## src/rtl/fifo_bank_salida.sv

```systemverilog
// Four independent output FIFOs with shared write data, per-FIFO pop and a registered read lane each.
// Optional sticky error flags are enabled with the FIFO_ERR_FLAGS_EN macro.
module fifo_bank_salida #(
  parameter int DATA_W    = 6,
  parameter int DEPTH     = 8,
  parameter int AF_THRESH = 6
) (
  input  logic                  clk,
  input  logic                  reset,
  input  logic [3:0]            Push,
  input  logic [DATA_W-1:0]     data_in,
  input  logic [3:0]            Pop,
  output logic [4*DATA_W-1:0]   data_out,
  output logic [3:0]            FIFO_empty,
  output logic [3:0]            Almost_full,
`ifdef FIFO_ERR_FLAGS_EN
  output logic [3:0]            FIFO_full,
  output logic [3:0]            err_overflow,
  output logic [3:0]            err_underflow
`else
  output logic [3:0]            FIFO_full
`endif
);

  localparam int PTR_W = $clog2(DEPTH);
  localparam int CNT_W = PTR_W + 1;

  for (genvar g = 0; g < 4; g++) begin : g_fifo
    logic [DATA_W-1:0] mem_q [DEPTH];
    logic [PTR_W-1:0]  wr_ptr_q, wr_ptr_d;
    logic [PTR_W-1:0]  rd_ptr_q, rd_ptr_d;
    logic [CNT_W-1:0]  count_q, count_d;
    logic [DATA_W-1:0] dout_q, dout_d;
    logic              empty, full, push_ok, pop_ok;

    assign empty   = (count_q == '0);
    assign full    = (count_q == CNT_W'(DEPTH));
    // A pop frees a slot on the same edge, so a full FIFO still accepts a push paired with a pop.
    assign pop_ok  = Pop[g] && !empty;
    assign push_ok = Push[g] && (!full || pop_ok);

    // NOTE: every output of a combinational block gets a default first, so no path leaves it unassigned and infers a latch.
    always_comb begin
      wr_ptr_d = wr_ptr_q;
      rd_ptr_d = rd_ptr_q;
      count_d  = count_q;
      dout_d   = dout_q;
      if (push_ok) wr_ptr_d = wr_ptr_q + PTR_W'(1);
      if (pop_ok) begin
        rd_ptr_d = rd_ptr_q + PTR_W'(1);
        dout_d   = mem_q[rd_ptr_q];
      end
      case ({push_ok, pop_ok})
        2'b10:   count_d = count_q + CNT_W'(1);
        2'b01:   count_d = count_q - CNT_W'(1);
        default: count_d = count_q;
      endcase
    end

    // NOTE: sequential state uses non-blocking assignments so every register samples pre-edge values.
    always_ff @(posedge clk) begin
      if (reset) begin
        wr_ptr_q <= '0;
        rd_ptr_q <= '0;
        count_q  <= '0;
        dout_q   <= '0;
      end else begin
        wr_ptr_q <= wr_ptr_d;
        rd_ptr_q <= rd_ptr_d;
        count_q  <= count_d;
        dout_q   <= dout_d;
      end
    end

    // NOTE: storage has no reset; zeroed pointers and count make stale contents unreachable.
    always_ff @(posedge clk) begin
      if (!reset && push_ok) mem_q[wr_ptr_q] <= data_in;
    end

    assign data_out[g*DATA_W +: DATA_W] = dout_q;
    assign FIFO_empty[g]  = empty;
    assign FIFO_full[g]   = full;
    assign Almost_full[g] = (count_q >= CNT_W'(AF_THRESH));

`ifdef FIFO_ERR_FLAGS_EN
    logic ovf_q, unf_q;

    always_ff @(posedge clk) begin
      if (reset) begin
        ovf_q <= 1'b0;
        unf_q <= 1'b0;
      end else begin
        if (Push[g] && !push_ok) ovf_q <= 1'b1;
        if (Pop[g] && empty)     unf_q <= 1'b1;
      end
    end

    assign err_overflow[g]  = ovf_q;
    assign err_underflow[g] = unf_q;
`endif
  end

endmodule

```

## config.mk

```make
export PLATFORM = sky130hd
export DESIGN_NAME = fifo_bank_salida
export DESIGN_NICKNAME = d
export VERILOG_FILES = /design/src/rtl/fifo_bank_salida.sv
export SDC_FILE = /design/constraint.sdc
export NUM_CORES = 1
export LEC_CHECK = 0
export ABC_AREA = 1
export BUFFER_PORTS_ARGS = -buffer_cell sky130_fd_sc_hd__buf_2
export CORE_ASPECT_RATIO = 1.25
export CORE_MARGIN = 3
export CORE_UTILIZATION = 55
export DETAILED_ROUTE_END_ITERATION = 7
export PLACE_DENSITY = 0.75
export SYNTH_ARGS = -nofsm -noshare
export SYNTH_HDL_FRONTEND = slang
export SYNTH_SLANG_ARGS = --single-unit
```

## constraint.sdc

```tcl
create_clock -name clk -period 1.7 [get_ports clk]
set_input_delay 0.17 -clock clk [delete_from_list [all_inputs] [get_ports clk]]
set_output_delay 0.17 -clock clk [all_outputs]
set_load 0.05 [all_outputs]
```

==> flow_metrics.py, run 1 <==
metrics = {
    "status": {
        "outcome": "finished clean",
    },
    "final_layout": {
        "diode_count": 0,
        "drive_gt1_share_pct": 18.1,
        "final_cell_count_no_fill": 1516,
        "synthToLayoutAreaGrowth_pct": 16.4,
        "utilization_pct": 66.2,
        "nFillCells": 1492,
        "final_nets": 1268,
    },
    "worst_setup_path": {
        "timing.critical_path.fanout_max": 4,
        "arrival_ns": 1.50,
        "endpoint_kind": "output pin",
        "timing.setup.critical_path_class": "reg2out",
        "worstPathCellList": "nor2_2 > nand2_2 > buf_4 > inv_1 > buf_6",
        "timing.critical_path.slowest_stage_cell": "dfxtp_2",
        "worst-endpoint-required_ns": 1.53,
        "setup.worst_path.start_class": "register",
        "timing.critical_path.slowest_cell_delay_ns": 0.35,
    },
    "die": {
        "rows": 57,
        "floorplan.io_pins": 52,
        "die_y_um": 166,
        "starting_density_pct": 56.9,
        "fp.coreArea_mm2": 0.0198,
        "fp.dieArea_mm2": 0.0222,
        "floorplan.die.width_um": 134,
    },
    "worst_hold_path": {
        "hold_path_class": "in2reg",
    },
    "sta": {
        "finalHoldViolations": 0,
        "setup_repair_after_global_routing_missed_its_margin": "yes",
        "period_share_pct": 98.0,
        "tightestPinTransition_ns": 0.699,
        "max_freq_ghz": 0.601,
        "timing_max_transition_violations_final": 0,
        "final_period_minus_worst_setup_slack_ns": 1.67,
        "timing.final.setup_violations": 0,
        "timing.final.ws_setup_ns": 0.0348,
        "fin_worst_skew_ns": 0.0127,
        "maxSlewHeadroom_pct": 53.4,
    },
    "power_and_ir_drop": {
        "max-vdd-ir-drop_v": 0.00135,
        "p_leak_nw": 5.43,
        "power-per-cell-area_mw_per_mm2": 1600,
        "fin_total_pwr_mw": 20.9,
    },
    "route": {
        "routed-via-count": 7984,
        "wl_um": 23700,
        "drt_first_pass_iters": 5,
        "remaining_drc_errors": 0,
        "vias_per_cell": 5.27,
        "postRouteAntennaNets": 0,
        "detailedRoute.firstIterationViolations": 698,
        "routed_wire_length_per_instance_um": 15.6,
    },
    "synthesis": {
        "synth_simple_gate_area_share_pct": 22.3,
        "dominant_combinational_cell_family_by_area_after_synthesis": "simple AND/OR/NAND/NOR gates",
        "ys_warn_count": 0,
        "post_synth_num_cell_types": 26,
        "postSynthCellCount": 1140,
        "area_fraction_in_compound_gates_after_synthesis_pct": 4.94,
        "synth_seq_area_share_pct": 62.7,
        "yosys_register_bits": 256,
        "syn_avg_cell_area_um2": 9.86,
        "synth.area.mux_share_pct": 0,
        "synthesis.nets": 1176,
        "syn_area_mm2": 0.0112,
        "synthXorXnorAreaFrac_pct": 0.623,
        "adder_and_majority_gate_portion_of_the_synthesized_area_pct": 2.49,
    },
    "grt": {
        "grtUsageMet3_pct": 2.94,
        "grt_remaining_overflow": 0,
        "globalRouteMet2Util_pct": 37.0,
        "grt_max_degree": 33,
        "top_usage_layer": "met2",
        "first_global_vias": 7667,
        "grt_pass1_wl_um": 38000,
        "grt_util_met1_pct": 26.3,
        "track_usage_pct": 21.0,
        "grt_antenna_before_repair": 0,
    },
    "placed_design": {
        "finalWeightedCongestion": 0.871,
        "post-place-cells": 1469,
        "placement.setup.worst_slack_ns": 0.0310,
        "detailed_place_hpwl_um": 15000,
        "place.port_buffers": 51,
    },
    "clock_network": {
        "worst_skew_pair.late_latency_ns": 0.53,
        "cts_max_level": 1,
        "numClockSinks": 256,
        "cts.root.buffer_cell": "clkbuf_16",
        "cts_tree": "done",
        "cts-buffers-inserted": 25,
        "cts-root-to-sink-buffers": 3,
        "clk_pin_slew_ns": 0.06,
    },
    "flow_run": {
        "max-cap-violations": 0,
    },
}
[final cells by class]
cell class              count  area, µm²  area share, %
clock buffers              29        651           4.97
clock inverters            17        256           1.96
inverters                 116        445           3.40
multi-input cells         717       3540           27.0
flip-flops and latches    256       7060           54.0
well taps                 265        332           2.53
repair buffers            116        798           6.10
[stage by stage]
stage	cell area [µm²]	hold WS, ns	TNS [ns]
2_1_floorplan	11200	0.269	0
3_3_place_gp	12000	0.450	0
3_5_place_dp	12000	0.453	0
4_1_cts	12900	0.0181	0
5_1_grt	13100	0.00680	-0.193
6_report	13100	0.00669	0
[registers in the layout (all words and copies together) (netlist names)]
register         count
g_fifo.rd_ptr_q     12
g_fifo.mem_q       192
g_fifo.wr_ptr_q     12
g_fifo.dout_q       24
g_fifo.count_q      16
[cell usage after synthesis (all sizes together)]
master | number | area (µm²)
fa | 4 | 80.1
nor2 | 93 | 369
ha | 16 | 200
nand4 | 4 | 25.0
nand3 | 137 | 748
nand2 | 333 | 1300
inv | 116 | 445
dfxtp | 64 | 1280
a21oi | 59 | 295
o21ai | 47 | 235
buf | 41 | 307
nor3 | 12 | 60.1
clkbuf | 10 | 37.5
xor2 | 8 | 70.1
a31oi | 4 | 25.0
edfxtp | 192 | 5770
[cells in the final DEF, fill, tap and decap left out, drive strengths merged]
master | netlist | layout
a21oi | 59 | 59
a31oi | 4 | 4
buf | 41 | 115
bufinv | 0 | 6
clkbuf | 10 | 29
clkinv | 0 | 8
clkinvlp | 0 | 1
dfxtp | 64 | 64
dlygate4sd3 | 0 | 1
edfxtp | 192 | 192
fa | 4 | 4
ha | 16 | 16
inv | 116 | 118
nand2 | 333 | 333
nand3 | 137 | 137
nand4 | 4 | 4
nor2 | 93 | 93
nor3 | 12 | 12
o21ai | 47 | 47
xor2 | 8 | 8
[cell families after synthesis]
family / count (synthesis)
simple gates: 579
flops: 256
buf+inv: 167
compound gates: 110
fa+ha+maj: 20
xor+xnor: 8
[worst max-delay path, delay by kind of cell, from the launching register on]
kind                   cells  cell delay, ns
buffers and inverters      3            0.37
and+or+nand+nor            2            0.24
DFF                        1            0.35
[final timing paths]
path / start / endpoint / depth (start not counted) / slack [ns]
hold / removal: Push[0] / g_fifo[0].wr_ptr_q[1] / 3 / 0.007
setup reg to reg: g_fifo[0].count_q[1] / g_fifo[0].count_q[2] / 9 / 0.06
setup / recovery: g_fifo[1].count_q[2] / FIFO_empty[1] / 5 / 0.03
hold reg to reg: g_fifo[0].dout_q[5] / g_fifo[0].dout_q[5] / 2 / 0.46
[layer usage]
metal  up-vias  part of all wire, %
met5         -                    0
met4         0                  3.1
met3        70                  5.4
met2       257                   51
met1      3688                   41
li1       3969                    -
[power by group]
| group | internal, mW | leakage (nW) | total, mW | switching [mW] |
|---|---|---|---|---|
| Clock | 3.68 | 0.443 | 6.04 | 2.35 |
| Combinational | 2.28 | 2.72 | 6.99 | 4.72 |
| Sequential | 7.31 | 2.26 | 7.88 | 0.574 |
[what timing repair did]
action,CTS,global route
endpoints found under the hold margin,7,0
hold buffers,1,0
gates resized for setup,10,42
gates cloned,0,0
endpoints found under the setup margin,7,107
setup buffers,0,0
pin swaps,1,9
Note: power is estimated with default switching activity, not from simulation.
==> inputs of run 2 (changes only) <==
Settings changed: ABC_AREA 1 to default.
==> flow_metrics.py, run 2 <==
metrics = {
    "synthesis": {
        "yosysMostFrequentCell": "edfxtp_1",
        "post_synth_num_cell_types": 45,
        "synth_top_cells_by_count": "edfxtp_1 (192), dfxtp_1 (64), nor2_1 (62)",
        "yosys_register_bits": 256,
        "syn_area_mm2": 0.0109,
        "synth_seq_area_share_pct": 64.7,
        "postSynthCellCount": 706,
        "post-synth-top-area-fraction_pct": 52.9,
        "async_flop_share_pct": 0,
        "flip_flop_cell_with_the_highest_count_after_synthesis": "edfxtp_1",
        "synthesis.nets": 742,
        "synth_top_cells_by_area": "edfxtp_1 (53%), dfxtp_1 (12%), mux4_2 (9.9%)",
        "synth_edf_count": 192,
        "synth_area_leader_cell": "edfxtp_1",
        "syn_avg_cell_area_um2": 15.4,
        "ys_warn_count": 0,
    },
    "worst_setup_path": {
        "startpoint": "g_fifo[2].count_q[0]",
        "timing.critical_path.slowest_cell_delay_ns": 0.34,
        "setup.worst_path.end": "FIFO_empty[2]",
        "timing.setup.critical_path_class": "reg2out",
        "arrival_ns": 1.81,
        "critical-path-top-cell-by-count": "buf_6",
        "r2r_start": "g_fifo[3].count_q[2]",
        "worstPathCellList": "buf_4 > buf_6 > or3_4 > buf_6 > nor2_4 > buf_6",
        "reg2reg_setup_slack_ns": -0.24,
        "timing.critical_path.slowest_stage_cell": "or3_4",
        "endpoint_kind": "output pin",
        "timing.critical_path.fanout_max": 4,
        "worst-endpoint-required_ns": 1.53,
        "worst-r2r-cell-count": 8,
        "setup.worst_path.start_class": "register",
        "rr_endpoint": "g_fifo[3].count_q[3]",
    },
    "status": {
        "outcome": "complete, but fails checks",
        "violations": "negative setup slack",
    },
    "final_layout": {
        "synthToLayoutAreaGrowth_pct": 27.2,
        "nFillCells": 1148,
        "final_common_cell": "edfxtp_1",
        "diode_count": 0,
        "finalInstanceArea_mm2": 0.0139,
        "largest_register_ff_count": 192,
        "final_nets": 900,
        "drive_gt1_share_pct": 42.0,
        "final_cell_count_no_fill": 1144,
        "registers.top_by_ff_count": "g_fifo.mem_q",
        "most-common-layout-cells": "edfxtp_1 (192), buf_4 (89), dfxtp_1 (52), mux4_2 (48), nor2_1 (45)",
        "biggestRegsByFlops": "g_fifo.mem_q (192), g_fifo.dout_q (24), g_fifo.count_q (16)",
    },
    "sta": {
        "fin_worst_skew_ns": 0.00976,
        "max_freq_ghz": 0.505,
        "finalHoldViolations": 0,
        "setup_repair_after_global_routing_missed_its_margin": "yes",
        "maxSlewHeadroom_pct": 55.5,
        "final_period_minus_worst_setup_slack_ns": 1.98,
        "tightestPinTransition_ns": 0.668,
        "timing_max_transition_violations_final": 0,
        "timing.final.setup_violations": 105,
        "period_share_pct": 116,
        "timing.final.ws_setup_ns": -0.278,
    },
    "clock_network": {
        "clk_pin_slew_ns": 0.06,
        "worst_skew_pair.late_latency_ns": 0.52,
        "cts-buffers-inserted": 25,
        "cts.root.buffer_cell": "clkbuf_16",
        "cts_max_level": 1,
        "cts-root-to-sink-buffers": 3,
        "cts_tree": "done",
        "numClockSinks": 256,
    },
    "placed_design": {
        "place.port_buffers": 51,
        "placed_cell_area_mm2": 0.0121,
        "post-place-cells": 1063,
        "placement.setup.worst_slack_ns": -0.280,
        "finalWeightedCongestion": 0.797,
        "detailed_place_hpwl_um": 14200,
    },
    "route": {
        "met2_length_um": 12500,
        "top_layer": "met4",
        "wl_met3_um": 1080,
        "vias_per_cell": 5.70,
        "remaining_drc_errors": 0,
        "routed-via-count": 6521,
        "routed_wire_length_per_instance_um": 20.4,
        "detailedRoute.firstIterationViolations": 426,
        "wl_um": 23300,
        "drt_first_pass_iters": 4,
        "postRouteAntennaNets": 0,
        "m1WireLength_um": 9050,
    },
    "grt": {
        "track_usage_pct": 21.2,
        "grt_max_degree": 33,
        "grt_remaining_overflow": 0,
        "first_global_vias": 6874,
        "grt_antenna_before_repair": 0,
        "grt_pass1_wl_um": 36300,
    },
    "power_and_ir_drop": {
        "fin_total_pwr_mw": 23.1,
        "p_leak_nw": 4.88,
        "share_comb_of_total_power_pct": 41.4,
        "max-vdd-ir-drop_v": 0.00125,
        "power.share.clock_pct": 24.8,
        "internal_power_mw": 15.3,
        "power-per-cell-area_mw_per_mm2": 1660,
        "power_frac_seq_pct": 33.8,
        "power.share.switching_pct": 33.6,
        "power_switching_mw": 7.74,
    },
    "worst_hold_path": {
        "hold_path_class": "in2reg",
        "worst_hold_startpoint": "Push[2]",
    },
    "die": {
        "starting_density_pct": 57.0,
        "rows": 56,
        "fp.dieArea_mm2": 0.0216,
        "floorplan.io_pins": 52,
        "fp.coreArea_mm2": 0.0191,
        "floorplan.die.width_um": 132,
        "die_y_um": 163,
    },
    "flow_run": {
        "max-cap-violations": 0,
    },
}
-- run 2: changes by cell type in the layout (fill, tap and decap cells not counted), sizes merged, moves of 10 or more --
| cell | previous run | this run |
|---|---|---|
| nand2 | 333 | 23 |
| nand3 | 137 | 10 |
| inv | 118 | 15 |
| buf | 115 | 179 |
| mux4 | 0 | 48 |
| mux2i | 0 | 32 |
| nor2 | 93 | 62 |
| a21oi | 59 | 34 |
| xnor2 | 0 | 16 |
| o21ai | 47 | 32 |
| nand2b | 0 | 10 |
-- run 2: timing repair --
item | 4_1_cts | 5_1_grt
endpoints found under the hold margin | 1 | 0
buffers inserted | 20 | 26
hold buffers | 1 | 0
endpoints found under the setup margin | 181 | 150
pin swaps | 30 | 36
resized for setup | 111 | 49
-- run 2: power by group through the flow --
stage | combinational [mW] | sequential [mW] | clock [mW]
3_5_place_dp | 7.91 | 7.86 | 0
6_report | 9.56 | 7.79 | 5.72
3_3_place_gp | 7.64 | 7.80 | 0
5_1_grt | 10.2 | 7.87 | 6.06
4_1_cts | 9.07 | 7.78 | 5.82
2_1_floorplan | 4.89 | 8.75 | 0
-- run 2: layer usage --
| metal | vias to the layer above | global-route usage (%) |
|---|---|---|
| li1 | 3018 | - |
| met1 | 3290 | 25.9 |
| met2 | 167 | 38.7 |
| met3 | 46 | 3.27 |
| met4 | 0 | 7.07 |
| met5 | - | 0 |
-- run 2: per-stage QoR --
step / TNS, ns / hold WS, ns / utilization [%]
detailed placement: -18.50 / 0.459 / 63.2
global route: -13.23 / 0.0662 / 72.5
CTS: -2.05 / 0.0321 / 70.7
finish: -7.17 / 0.0510 / 72.5
floorplan: -3.10 / 0.269 / -
global placement: -7.41 / 0.453 / 63.2
-- run 2: critical path, delay by kind of cell, from the launching register on --
family	cells	cell delay (ns)
flops	1	0.33
buf+inv	4	0.53
simple gates	2	0.43
-- run 2: worst min-delay path by stage --
| stage | slack (ns) | cells past startpoint | to |
|---|---|---|---|
| after floorplan | 0.27 | 0 | g_fifo[0].mem_q[0][0] |
| after global placement | 0.45 | 2 | g_fifo[0].rd_ptr_q[1] |
| after detailed placement | 0.46 | 2 | g_fifo[0].rd_ptr_q[1] |
| after CTS | 0.03 | 3 | g_fifo[2].count_q[3] |
| after global routing | 0.07 | 3 | g_fifo[2].count_q[3] |
| final | 0.05 | 3 | g_fifo[2].count_q[3] |
-- run 2: logic make-up (layout without fill, tap and decap cells) --
| logic type | Yosys count | count (layout) | synth area share, % |
|---|---|---|---|
| AOI/OAI and AO/OA | 104 | 104 | 7.23 |
| and+or+nand+nor | 156 | 156 | 7.16 |
| buffers and inverters | 62 | 239 | 3.26 |
| muxes | 80 | 80 | 12.9 |
| adders and majority gates | 20 | 20 | 2.57 |
| xor gates and xnor gates | 28 | 28 | 2.25 |
| DFF | 256 | 256 | 64.7 |
-- run 2: cell type report --
| type | instances | area (µm²) | area share, % |
|---|---|---|---|
| sequential | 256 | 7060 | 50.9 |
| multi-input combinational | 388 | 4060 | 29.3 |
| timing repair buffer | 180 | 1500 | 10.8 |
| clock buffer | 29 | 641 | 4.62 |
| tap | 261 | 327 | 2.35 |
| clock inverter | 17 | 216 | 1.56 |
| inverter | 13 | 53.8 | 0.388 |
